<file path="src/rtl/fifo_wptr_ctrl_pkg.sv">
// Shared pointer helpers for the dual-clock FIFO controllers.
// Binary/Gray conversions work on a fixed maximum pointer width. Callers
// zero-extend their pointers and cast the result back to their own width.
// Zero upper bits convert to zero upper bits in both directions, so the
// truncated result matches a conversion done at the narrower width.
package fifo_wptr_ctrl_pkg;

    localparam int ADDR_WIDTH_DEF = 4;
    localparam int PTR_W          = ADDR_WIDTH_DEF + 1;
    localparam int MAX_PTR_W      = 13;

    function automatic logic [MAX_PTR_W-1:0] b2g(input logic [MAX_PTR_W-1:0] bin);
        return bin ^ (bin >> 1);
    endfunction

    function automatic logic [MAX_PTR_W-1:0] g2b(input logic [MAX_PTR_W-1:0] gray);
        logic [MAX_PTR_W-1:0] bin;
        bin[MAX_PTR_W-1] = gray[MAX_PTR_W-1];
        for (int i = MAX_PTR_W - 2; i >= 0; i--) begin
            bin[i] = bin[i+1] ^ gray[i];
        end
        return bin;
    endfunction

endpackage

</file>
<file path="src/rtl/gray_ptr_sync.sv">
// Multi-bit flop chain that brings a Gray-coded pointer into the local
// clock domain. Only one bit of the input changes at a time, so every
// sampled value is either the old pointer or the new one.
module gray_ptr_sync #(
    parameter int WIDTH  = 5,
    parameter int STAGES = 2
) (
    input  logic             clk,
    input  logic             rst_n,
    input  logic [WIDTH-1:0] d,
    output logic [WIDTH-1:0] q
);

    logic [WIDTH-1:0] stage_r [STAGES];

    // Shift the pointer through the synchronizer stages.
    always_ff @(posedge clk or negedge rst_n) begin
        if (!rst_n) begin
            for (int i = 0; i < STAGES; i++) begin
                stage_r[i] <= {WIDTH{1'b0}};
            end
        end else begin
            stage_r[0] <= d;
            for (int i = 1; i < STAGES; i++) begin
                stage_r[i] <= stage_r[i-1];
            end
        end
    end

    assign q = stage_r[STAGES-1];

endmodule

</file>
<file path="src/rtl/fifo_wptr_ctrl.sv">
// Write-side pointer controller for a dual-clock FIFO.
// The controller keeps the binary and Gray write pointers and synchronizes
// the read Gray pointer. From these it derives full, fill level, almost
// full and a sticky overflow flag. The level uses a stale read pointer, so
// it can over-state occupancy but never over-states free space.
module fifo_wptr_ctrl
    import fifo_wptr_ctrl_pkg::*;
#(
    parameter int ADDR_WIDTH   = 4,
    parameter int SYNC_STAGES  = 2,
    parameter int AFULL_THRESH = 12
) (
    input  logic                  clk,
    input  logic                  rst_n,
    input  logic                  wr_req,
    input  logic                  clr_ovf,
    input  logic [ADDR_WIDTH:0]   rptr_gray_async,
    output logic                  wr_en,
    output logic [ADDR_WIDTH-1:0] waddr,
    output logic [ADDR_WIDTH:0]   wptr_gray,
    output logic                  full,
    output logic                  almost_full,
    output logic [ADDR_WIDTH:0]   wr_level,
    output logic                  overflow
);

    localparam int                    PTR_WIDTH = ADDR_WIDTH + 1;
    localparam logic [PTR_WIDTH-1:0]  PTR_ONE   = {{(PTR_WIDTH-1){1'b0}}, 1'b1};
    localparam logic [PTR_WIDTH-1:0]  AFULL_LVL = PTR_WIDTH'(AFULL_THRESH);

    logic [PTR_WIDTH-1:0] wbin_r;
    logic [PTR_WIDTH-1:0] wptr_gray_r;
    logic                 overflow_r;
    logic [PTR_WIDTH-1:0] wbin_next_s;
    logic [PTR_WIDTH-1:0] wgray_next_s;
    logic [PTR_WIDTH-1:0] rq_s;
    logic [PTR_WIDTH-1:0] rbin_s;
    logic [PTR_WIDTH-1:0] full_cmp_s;
    logic [PTR_WIDTH-1:0] level_s;
    logic                 full_s;
    logic                 accept_s;

    // Bring the read-domain Gray pointer into the write clock domain.
    gray_ptr_sync #(
        .WIDTH  (PTR_WIDTH),
        .STAGES (SYNC_STAGES)
    ) u_rptr_sync (
        .clk   (clk),
        .rst_n (rst_n),
        .d     (rptr_gray_async),
        .q     (rq_s)
    );

    // Full means the write pointer is exactly one lap ahead of the read
    // pointer. In Gray code that is both top bits inverted. Only registers
    // feed this compare, so wr_req has no glitch path into full.
    assign full_cmp_s   = {~rq_s[PTR_WIDTH-1:PTR_WIDTH-2], rq_s[PTR_WIDTH-3:0]};
    assign full_s       = (wptr_gray_r == full_cmp_s);
    assign accept_s     = wr_req & ~full_s;
    assign wbin_next_s  = wbin_r + PTR_ONE;
    assign wgray_next_s = PTR_WIDTH'(b2g(MAX_PTR_W'(wbin_next_s)));
    assign rbin_s       = PTR_WIDTH'(g2b(MAX_PTR_W'(rq_s)));
    assign level_s      = wbin_r - rbin_s;

    // Advance both write pointers on every accepted write. The Gray form is
    // registered directly, so only one bit changes per accept as the read
    // domain sees it.
    always_ff @(posedge clk or negedge rst_n) begin
        if (!rst_n) begin
            wbin_r      <= {PTR_WIDTH{1'b0}};
            wptr_gray_r <= {PTR_WIDTH{1'b0}};
        end else if (accept_s) begin
            wbin_r      <= wbin_next_s;
            wptr_gray_r <= wgray_next_s;
        end else begin
            wbin_r      <= wbin_r;
            wptr_gray_r <= wptr_gray_r;
        end
    end

    // Sticky overflow. A write attempt while full wins over a clear in the
    // same cycle.
    always_ff @(posedge clk or negedge rst_n) begin
        if (!rst_n) begin
            overflow_r <= 1'b0;
        end else if (wr_req && full_s) begin
            overflow_r <= 1'b1;
        end else if (clr_ovf) begin
            overflow_r <= 1'b0;
        end else begin
            overflow_r <= overflow_r;
        end
    end

    assign wr_en       = accept_s;
    assign waddr       = wbin_r[ADDR_WIDTH-1:0];
    assign wptr_gray   = wptr_gray_r;
    assign full        = full_s;
    assign wr_level    = level_s;
    assign almost_full = (level_s >= AFULL_LVL);
    assign overflow    = overflow_r;

endmodule

</file>
<file path="config.mk">
export PLATFORM = sky130hd
export DESIGN_NAME = fifo_wptr_ctrl
export DESIGN_NICKNAME = d
export VERILOG_FILES = /design/src/rtl/fifo_wptr_ctrl_pkg.sv /design/src/rtl/gray_ptr_sync.sv /design/src/rtl/fifo_wptr_ctrl.sv
export SDC_FILE = /design/constraint.sdc
export NUM_CORES = 1
export LEC_CHECK = 0
export CAP_MARGIN = 20
export CELL_PAD_IN_SITES_DETAIL_PLACEMENT = 1
export CELL_PAD_IN_SITES_GLOBAL_PLACEMENT = 1
export CORE_MARGIN = 1.5
export CORE_UTILIZATION = 40
export DETAILED_ROUTE_END_ITERATION = 10
export PLACE_DENSITY_LB_ADDON = 0.1
export SETUP_SLACK_MARGIN = 0.02
export SLEW_MARGIN = 15
export SYNTH_ARGS = -nofsm -noshare
export SYNTH_HDL_FRONTEND = slang
export SYNTH_SLANG_ARGS = --single-unit
export TNS_END_PERCENT = 50
</file>
<file path="constraint.sdc">
create_clock -name clk -period 4.8 [get_ports clk]
set_input_delay 0.96 -clock clk [delete_from_list [all_inputs] [get_ports clk]]
set_output_delay 0.96 -clock clk [all_outputs]
set_load 0.05 [all_outputs]
</file>
==> implementation parameters <==
Parameter                              Value

Finish
  Fill cells ... 290
  Fraction of layout cells with a size suffix above 1 ... between 10% and 20%
  Antenna Cells ... 0
  Total Nets Final ... between 100 and 150
  Area growth from synthesis to final layout ... 30.0%

Timing
  Setup_tns ... 0 ns
  Relative slew slack ... 40.0%
  Skew final ... 0.00695 ns
  Highest clock frequency the design can meet ... 0.223 GHz
  Number of slew-limit violations in the final report ... 0
  Min Clock Period, post-route ... between 4 and 5 ns
  Worst-margin pin slew ... roughly 0.90 ns
  Number of endpoints failing setup at the final stage ... 0
  Post-route fraction of the period consumed by the critical path ... slightly above 90%
  Number of endpoints with negative hold slack in the final report ... 0
  Unrepaired setup endpoints after global routing ... false

Drt
  Post-DR wirelength/cell ... between 10 and 15 um
  Number of DRC violations after detailed-routing iteration 0 ... 8
  First-pass iteration count of the detailed router ... 4
  DRC Markers ... 0
  Total routed wirelength ... between 2 and 2.5 mm
  Vias per std cell ... 4.97
  Vias after detailed routing ... between 700 and 800
  Count of nets left with antenna violations after detail routing ... 0

Clocking
  Clock transition at path regs ... ~0.11 ns
  Number of buffers inserted by post-CTS setup repair ... 0
  Maximum level of the CTS H-tree ... 1
  Maximum number of buffers from clock root to sink ... 2
  CTS-repair resized insts ... 0
  Clk_lat worst skew ... around 0.3 ns
  Clock Root Buffer ... sky130_fd_sc_hd__clkbuf_4
  CTS Buf Count ... 3
  CTS tree ... built
  Clock sink count ... 20
  Hold buffers post-CTS ... 0

Global route
  Vias in the first global route ... about 790
  Overall track demand over capacity in global routing ... ~17%
  Number of antenna violations at the first check in global routing ... 0
  Residual overflow from global routing ... 0
  Global-route wire length before repair ... 3.63 mm
  Pin count of the biggest net entering global routing ... 21

Setup path
  Type of the setup path with the least slack ... reg -> out
  Required arrival time at the worst endpoint ... ~3.8 ns
  Endpoint class of the critical path ... output pin
  CP startpoint kind ... flop
  Critical path arrival ... approximately 3.5 ns
  Max Fanout on Critical Path ... 3

Floorplan
  Die height ... around 54 um
  Std-Cell Core Area ... about 2500 sq um
  FP Rows ... 18
  Total die area ... a little under 3000 sq um
  Overall die width ... ~54 um
  Count of pins on the block boundary ... 27
  Starting utilization of the core area ... around 43%

Synthesis
  Total number of yosys warnings ... 0
  Number of flip-flops and latches in the synthesized netlist ... 20
  Area fraction of the dominant cell type after synthesis ... a little under half
  Cell types occupying the most area after synthesis ... sky130_fd_sc_hd__dfrtp_1 (48%), sky130_fd_sc_hd__xnor2_1 (12%), sky130_fd_sc_hd__ha_1 (5.9%), sky130_fd_sc_hd__mux2_2 (5.3%), sky130_fd_sc_hd__inv_1 (3.6%)
  Nets in the synthesized netlist ... 102
  Netlist area before placement ... 1050 sq um
  Number of standard cells after synthesis ... slightly below 90
  Cell type contributing the most total cell area after synthesis ... sky130_fd_sc_hd__dfrtp_1
  Synthesized area per cell ... approximately 12 sq um
  Distinct cell type count of the synthesized netlist ... 25
  Sequential fraction of the synthesis area ... 47.5%

Placed design
  Post-detailed-placement half-perimeter wirelength ... between 1.5 and 2 mm
  Final estimated routing congestion in global placement ... slightly above 0.7
  Quantity of I/O buffers inserted on ports ... 26

Hold path
  HP Class ... reg -> reg

Flow run
  Number of maximum-capacitance violations ... 0

Status
  Status ... completed
==> cells in the mapped netlist <==
| library cell | n |
|---|---|
| sky130_fd_sc_hd__a22o_1 | 1 |
| sky130_fd_sc_hd__dfrtp_1 | 20 |
| sky130_fd_sc_hd__mux2_2 | 5 |
| sky130_fd_sc_hd__a21oi_1 | 1 |
| sky130_fd_sc_hd__and4_1 | 1 |
| sky130_fd_sc_hd__xor2_1 | 4 |
| sky130_fd_sc_hd__o22ai_1 | 1 |
| sky130_fd_sc_hd__o21ai_4 | 1 |
| sky130_fd_sc_hd__fa_1 | 1 |
| sky130_fd_sc_hd__and3_1 | 2 |
| sky130_fd_sc_hd__o32ai_1 | 1 |
| sky130_fd_sc_hd__xnor2_1 | 14 |
| sky130_fd_sc_hd__xor2_2 | 2 |
| sky130_fd_sc_hd__o211ai_1 | 2 |
| sky130_fd_sc_hd__a21boi_0 | 2 |
| sky130_fd_sc_hd__clkbuf_1 | 1 |
| sky130_fd_sc_hd__xnor2_2 | 1 |
| sky130_fd_sc_hd__nand4_2 | 1 |
| sky130_fd_sc_hd__ha_1 | 5 |
| sky130_fd_sc_hd__nor2_1 | 3 |
| sky130_fd_sc_hd__nor2b_1 | 2 |
| sky130_fd_sc_hd__nand4_1 | 1 |
| sky130_fd_sc_hd__nor3b_1 | 1 |
| sky130_fd_sc_hd__o21ai_0 | 4 |
| sky130_fd_sc_hd__inv_1 | 10 |
==> routing by layer <==
metal | GRT usage, % | share of wire [%] | vias up
met5 | 0 | 0 | -
met2 | 30.3 | 52 | 20
met1 | 22.5 | 43 | 352
met3 | 1.91 | 3.9 | 2
li1 | - | - | 346
met4 | 6.25 | 1.2 | 0
==> worst max-delay path, stage by stage (launching register included) <==
cell	delay [ns]
sky130_fd_sc_hd__dfrtp_1	0.46
sky130_fd_sc_hd__xnor2_2	0.24
sky130_fd_sc_hd__xor2_2	0.22
sky130_fd_sc_hd__xor2_2	0.22
sky130_fd_sc_hd__xnor2_1	0.09
sky130_fd_sc_hd__ha_1	0.21
sky130_fd_sc_hd__fa_1	0.40
sky130_fd_sc_hd__nor2b_1	0.12
sky130_fd_sc_hd__o21ai_0	0.10
sky130_fd_sc_hd__and3_1	0.22
sky130_fd_sc_hd__o32ai_1	0.11
sky130_fd_sc_hd__clkdlybuf4s50_1	0.84
==> stage by stage <==
stage	utilization (%)	cells	setup WS (ns)	hold slack, ns	instance area [sq um]
after floorplan	-	87	0.671	0.331	1050
after global placement	54.4	142	0.741	0.333	1350
after detailed placement	54.4	142	0.637	0.337	1350
after CTS	55.3	145	0.288	0.362	1370
after global routing	55.3	145	0.0575	0.372	1370
final	55.3	145	0.308	0.360	1370
==> flip-flops by register name, indices dropped and copies added (netlist names) <==
register / count
wptr_gray: 4
u_rptr_sync.stage_r: 5
overflow: 1
wbin_r: 5
u_rptr_sync.q: 5
==> final cells by class <==
| class | instances | area, sq um | share of cell area (%) |
|---|---|---|---|
| tap | 30 | 37.5 | 2.74 |
| inverter | 10 | 37.5 | 2.74 |
| multi-input combinational | 56 | 512 | 37.4 |
| clock buffer | 3 | 22.5 | 1.64 |
| sequential | 20 | 500 | 36.5 |
| timing repair buffer | 26 | 260 | 19.0 |
==> cells in the final DEF (no fill, tap or decap), types with 2 or more instances in the layout <==
master | Yosys | routed
sky130_fd_sc_hd__a21boi_0 | 2 | 2
sky130_fd_sc_hd__and3_1 | 2 | 2
sky130_fd_sc_hd__clkbuf_4 | 0 | 3
sky130_fd_sc_hd__clkdlybuf4s50_1 | 0 | 26
sky130_fd_sc_hd__dfrtp_1 | 20 | 20
sky130_fd_sc_hd__ha_1 | 5 | 5
sky130_fd_sc_hd__inv_1 | 10 | 10
sky130_fd_sc_hd__mux2_2 | 5 | 5
sky130_fd_sc_hd__nor2_1 | 3 | 3
sky130_fd_sc_hd__nor2b_1 | 2 | 2
sky130_fd_sc_hd__o211ai_1 | 2 | 2
sky130_fd_sc_hd__o21ai_0 | 4 | 4
sky130_fd_sc_hd__xnor2_1 | 14 | 14
sky130_fd_sc_hd__xor2_1 | 4 | 4
sky130_fd_sc_hd__xor2_2 | 2 | 2
==> cell families (layout without fill, tap and decap cells) <==
family	Yosys count	after routing	synth area share [%]
AO/OA/AOI/OAI	13	13	9.03
XOR/XNOR	21	21	19.6
adder cells (fa/ha/maj)	6	6	7.84
buffers and inverters	11	39	3.92
flip-flops	20	20	47.5
multiplexers	5	5	5.34
AND/OR/NAND/NOR	11	11	6.77
==> final timing paths <==
path	startpoint	end	slack (ns)	cells after the start
min in group asynchronous	rst_n	u_rptr_sync.stage_r[8]	1.15	1
max	u_rptr_sync.q[4]	almost_full	0.31	11
min	u_rptr_sync.stage_r[7]	u_rptr_sync.q[2]	0.36	0
min reg2reg	u_rptr_sync.stage_r[7]	u_rptr_sync.q[2]	0.36	0
max reg2reg	u_rptr_sync.q[3]	wptr_gray[2]	3.15	4
max in group asynchronous	rst_n	wbin_r[2]	3.09	1
Power is not shown: default switching activity piles up to over one toggle a cycle in this logic, so the estimate is an artifact.
